[config.mk]
export PLATFORM = sky130hd
export DESIGN_NAME = sat_narrow_stream
export DESIGN_NICKNAME = d
export VERILOG_FILES = /design/src/rtl/sat_narrow_stream.sv
export SDC_FILE = /design/constraint.sdc
export NUM_CORES = 1
export LEC_CHECK = 0
export CAP_MARGIN = 20
export CELL_PAD_IN_SITES_DETAIL_PLACEMENT = 1
export CELL_PAD_IN_SITES_GLOBAL_PLACEMENT = 2
export CORE_UTILIZATION = 28
export DETAILED_ROUTE_END_ITERATION = 10
export PLACE_DENSITY_LB_ADDON = 0.05
export RECOVER_POWER = 50
export SYNTH_ARGS = -nofsm -noshare
export SYNTH_HDL_FRONTEND = slang
export SYNTH_SLANG_ARGS = --single-unit
[constraint.sdc]
create_clock -name clk -period 1.4 [get_ports clk]
set_input_delay 0.28 -clock clk [delete_from_list [all_inputs] [get_ports clk]]
set_output_delay 0.28 -clock clk [all_outputs]
set_load 0.005 [all_outputs]
[src/rtl/sat_narrow_stream.sv]
// Narrows an IN_W-bit sample stream to OUT_W bits with optional saturation behind a 2-entry skid
// buffer. Define SAT_NARROW_OVF_CNT_EN to add the ovf_clr/ovf_count overflow counter.
module sat_narrow_stream #(
    parameter int IN_W       = 8,
    parameter int OUT_W      = 4,
    parameter int IN_SIGNED  = 1,
    parameter int OUT_SIGNED = 1,
    parameter int SAT        = 1
) (
    input  logic             clk,
    input  logic             rst_n,
    input  logic             in_valid,
    output logic             in_ready,
    input  logic [IN_W-1:0]  in_data,
    output logic             out_valid,
    input  logic             out_ready,
    output logic [OUT_W-1:0] out_data,
    output logic             out_ovf
`ifdef SAT_NARROW_OVF_CNT_EN
    ,
    input  logic             ovf_clr,
    output logic [7:0]       ovf_count
`endif
);

    localparam logic [1:0] ST_EMPTY = 2'd0;
    localparam logic [1:0] ST_ONE   = 2'd1;
    localparam logic [1:0] ST_TWO   = 2'd2;

    localparam int LO_I = (OUT_SIGNED != 0) ? -(1 << (OUT_W - 1)) : 0;
    localparam int HI_I = (OUT_SIGNED != 0) ? (1 << (OUT_W - 1)) - 1 : (1 << OUT_W) - 1;
    localparam logic signed [IN_W:0] LO_V = LO_I[IN_W:0];
    localparam logic signed [IN_W:0] HI_V = HI_I[IN_W:0];

    logic [1:0]       r_state;
    logic             r_in_ready;
    logic [OUT_W-1:0] r_out_data;
    logic             r_out_ovf;
    logic [OUT_W-1:0] r_skid_data;
    logic             r_skid_ovf;

    logic signed [IN_W:0] w_v;
    logic                 w_below;
    logic                 w_above;
    logic [OUT_W-1:0]     w_clamp;
    logic [OUT_W-1:0]     w_nar_data;
    logic                 w_nar_ovf;
    logic                 w_in_xfer;
    logic                 w_out_xfer;
    logic [1:0]           w_state_nxt;
    logic                 w_load_out;
    logic                 w_load_skid;
    logic                 w_out_from_skid;

    // Bounds fit in IN_W+1 signed bits because OUT_W < IN_W.
    always_comb begin
        w_v        = (IN_SIGNED != 0) ? {in_data[IN_W-1], in_data} : {1'b0, in_data};
        w_below    = w_v < LO_V;
        w_above    = w_v > HI_V;
        w_clamp    = w_below ? LO_V[OUT_W-1:0] : (w_above ? HI_V[OUT_W-1:0] : in_data[OUT_W-1:0]);
        w_nar_data = (SAT != 0) ? w_clamp : in_data[OUT_W-1:0];
        w_nar_ovf  = w_below || w_above;
    end

    assign w_in_xfer  = in_valid && r_in_ready;
    assign w_out_xfer = out_valid && out_ready;

    always_comb begin
        w_state_nxt     = r_state;
        w_load_out      = 1'b0;
        w_load_skid     = 1'b0;
        w_out_from_skid = 1'b0;
        case (r_state)
            ST_EMPTY: begin
                if (w_in_xfer) begin
                    w_state_nxt = ST_ONE;
                    w_load_out  = 1'b1;
                end
            end
            ST_ONE: begin
                if (w_in_xfer && w_out_xfer) begin
                    w_load_out = 1'b1;
                end else if (w_in_xfer) begin
                    w_state_nxt = ST_TWO;
                    w_load_skid = 1'b1;
                end else if (w_out_xfer) begin
                    w_state_nxt = ST_EMPTY;
                end
            end
            ST_TWO: begin
                if (w_out_xfer) begin
                    w_state_nxt     = ST_ONE;
                    w_out_from_skid = 1'b1;
                end
            end
            default: w_state_nxt = ST_EMPTY;
        endcase
    end

    always_ff @(posedge clk or negedge rst_n) begin
        if (!rst_n) begin
            r_state     <= ST_EMPTY;
            r_in_ready  <= 1'b0;
            r_out_data  <= '0;
            r_out_ovf   <= 1'b0;
            r_skid_data <= '0;
            r_skid_ovf  <= 1'b0;
        end else begin
            r_state    <= w_state_nxt;
            r_in_ready <= (w_state_nxt != ST_TWO);
            if (w_load_out) begin
                r_out_data <= w_nar_data;
                r_out_ovf  <= w_nar_ovf;
            end else if (w_out_from_skid) begin
                r_out_data <= r_skid_data;
                r_out_ovf  <= r_skid_ovf;
            end
            if (w_load_skid) begin
                r_skid_data <= w_nar_data;
                r_skid_ovf  <= w_nar_ovf;
            end
        end
    end

    assign in_ready  = r_in_ready;
    assign out_valid = (r_state != ST_EMPTY);
    assign out_data  = r_out_data;
    assign out_ovf   = r_out_ovf;

`ifdef SAT_NARROW_OVF_CNT_EN
    logic [7:0] r_ovf_count;

    always_ff @(posedge clk or negedge rst_n) begin
        if (!rst_n) begin
            r_ovf_count <= 8'd0;
        end else if (ovf_clr) begin
            r_ovf_count <= 8'd0;
        end else if (w_out_xfer && r_out_ovf && (r_ovf_count != 8'hFF)) begin
            r_ovf_count <= r_ovf_count + 8'd1;
        end
    end

    assign ovf_count = r_ovf_count;
`endif

endmodule

==> results.tsv <==
stage	metric	value	unit
sta	worst_pin_slew	752	ps
placement	port_buffers	18	
clock_tree	path_clk_slew	80	ps
placement	place.gp.congestion	0.729	
sta	rsz0062_at_grt	no	
synth	synth_area_leaders	dfrtp_1 (46%), mux2i_1 (11%), a31oi_1 (5.3%), or4_1 (4.3%), a211oi_1 (3.2%)	
clock_tree	ctsHoldBuffers	0	
layout	final_common_cell	buf_4	
global_route	gr-usage-all-layers	17.6	%
synth	yosysTopAreaCell	dfrtp_1	
sta	period_share	95.3	%
synth	synth_top_area_share	46.1	%
sta	period_needed	1330	ps
synth	synthesis.area	706	µm²
power	peakVddDrop	0.716	mV
placement	dp_hpwl	1560	µm
sta	setup_viol	0	
setup_path	crit_arrival	1050	ps
clock_tree	cts_sinks	13	
drt	viasPerCell	5.21	
job	max_cap_violations	0	
layout	antenna_cells	0	
power	pwr-share-seq	38.4	%
setup_path	critPathRequiredTime	1120	ps
power	fin_total_pwr	1.52	mW
clock_tree	htree_levels	1	
setup_path	cp_slowest_cell	dfrtp_1	
layout	finish.utilization	47.2	%
synth	yosysUniqueCellTypes	27	
layout	syn2layout_area_growth	53.5	%
sta	finalHoldViolations	0	
clock_tree	cts_tree	built	
floorplan	die_w	52.2	µm
sta	finClkSkew	3.10	ps
setup_path	reg2regPathDepth	5	
drt	routedWlPerCell	14.7	µm
synth	netlist_instances	70	
floorplan	boundaryPins	19	
status	status	completed	
drt	drc_errors	0	
floorplan	rows	17	
clock_tree	cts_made_buffers	3	
setup_path	path_cells	or2_2 -> clkbuf_2	
drt	drtIter0Drc	5	
synth	synth_warnings	0	
floorplan	start_util	30.7	%
synth	syn_area_per_cell	10.1	µm²
power	p_comb_share	46.0	%
layout	drive_above_1_share	26.6	%
clock_tree	root_buffer	clkbuf_4	
setup_path	critPathMaxStageDelay	380	ps
synth	syn-num-nets	82	
sta	final_max_slew_viol_count	0	
layout	stdcell_count	137	
drt	ant_nets	0	
power	power_switching	0.516	mW
floorplan	fp.coreArea	0.00230	mm²
floorplan	fp.dieH	52.2	µm
sta	fin_tns_setup	0	ps
power	switching_share	34.0	%
power	power_density	1400	mW/mm²
power	power.internal	1.00	mW
global_route	grt_first_pass_wirelength	3410	µm
clock_tree	clock_path_buffers	2	
power	leakagePower	0.507	nW
synth	ys_ff_latch	13	
drt	drt_wl_total	2020	µm
global_route	grt_pass1_vias	761	
synth	yosysSeqAreaShare	46.1	%
sta	timing.hold.ws	425	ps
sta	clock.fmax	0.749	GHz
sta	maxSlewHeadroom	49.9	%
floorplan	dieArea	0.00272	mm²
drt	first_pass_iters	4	
global_route	grt_start_max_net_pins	14	
global_route	grt_antenna_before_repair	0	
clock_tree	insertion_delay	270	ps
global_route	grt-ovfl-total	0	
setup_path	setup.worst_path.end_class	output port	
setup_path	start_kind	flop	
layout	final_nets	122	
drt	vias	714	
layout	final_cell_mix	buf_4 (15), dfrtp_1 (13), dlygate4sd2_1 (9), mux2i_1 (8), a31oi_1 (6)	
setup_path	critical_path.max_fanout	2	
placement	place_inst	130	
setup_path	worst-setup-path-type	reg -> out	
hold_path	hold_depth	4	
hold_path	hold_class	in -> reg	
power	clockPowerShare	15.6	%
Yosys cell counts:
cell	n
or2_1	1
nor2b_1	2
or4_1	4
nand3b_1	2
or2_2	1
o221ai_1	1
o21ai_0	1
nand4_1	1
nand2b_1	1
o211ai_1	1
mux2i_1	8
and3b_1	1
dfrtp_1	13
a21oi_1	4
nand3_1	1
o22ai_1	1
nor2_1	1
nor3_1	1
and3_2	1
clkbuf_1	1
nor3_2	1
a22oi_1	3
a211oi_1	3
and4b_1	1
a31oi_1	6
inv_1	4
nand2_1	5
worst max-delay path, delay by kind of cell, from the launching register on:
kind | cells | cell delay, ps
flip-flops | 1 | 380
AND/OR/NAND/NOR | 1 | 290
buffers and inverters | 1 | 110
power by group through the flow:
| stage | Sequential (mW) | Clock [mW] | Combinational, mW |
|---|---|---|---|
| 6_report | 0.583 | 0.237 | 0.697 |
| 5_1_grt | 0.600 | 0.265 | 0.778 |
| 3_5_place_dp | 0.606 | 0 | 0.707 |
| 2_1_floorplan | 0.601 | 0 | 0.313 |
| 4_1_cts | 0.587 | 0.245 | 0.728 |
| 3_3_place_gp | 0.598 | 0 | 0.701 |
final cells by class:
type	count	area (µm²)
clock buffers	4	26.3
fillers	279	1210
inverters	4	15.0
multi-input cells	52	388
flip-flops and latches	13	325
well taps	28	35.0
repair buffers	36	294
sequential cells by signal, indices dropped and copies added, names as in the netlist:
register and cells:
out_ovf 1, r_skid_ovf 1, r_state 2, out_data 4
in_ready 1, r_skid_data 4
layer usage:
layer	share of wire (%)	track usage [%]	routed length (µm)	vias to the layer above
met4	0.69	6.58	14	0
met3	3.2	2.61	64	2
met2	49	30.8	979	17
met1	47	21.8	956	346
li1	-	-	-	349
met5	0	0	0	-
repair_timing:
item / 4_1_cts / 5_1_grt
resized for setup: 17 / 3
pin swaps: 0 / 1
hold endpoints to repair: 0 / 0
setup buffers: 3 / 0
endpoints found under the setup margin: 10 / 4
kinds of logic after synthesis:
family / count (synthesis) / synth area share, %
buf+inv: 5 / 2.66
simple gates: 24 / 21.5
compound gates: 20 / 18.4
flops: 13 / 46.1
mux: 8 / 11.3
metrics by stage:
stage	worst slack, ps	area [µm²]
after floorplan	142	706
after global placement	-456	1030
after detailed placement	-468	1030
after CTS	-44.1	1090
after global routing	6.56	1080
final	65.2	1080
final timing paths:
kind	startpoint	endpoint	slack, ps
max	r_state[1]	out_valid	70
min	in_data[7]	r_skid_data[3]	430
max reg2reg	in_ready	r_skid_ovf	90
min reg2reg	r_skid_ovf	r_skid_ovf	540
max in group asynchronous	rst_n	out_data[0]	350
min in group asynchronous	rst_n	in_ready	580
No activity file was read; power rests on OpenSTA's default activity.
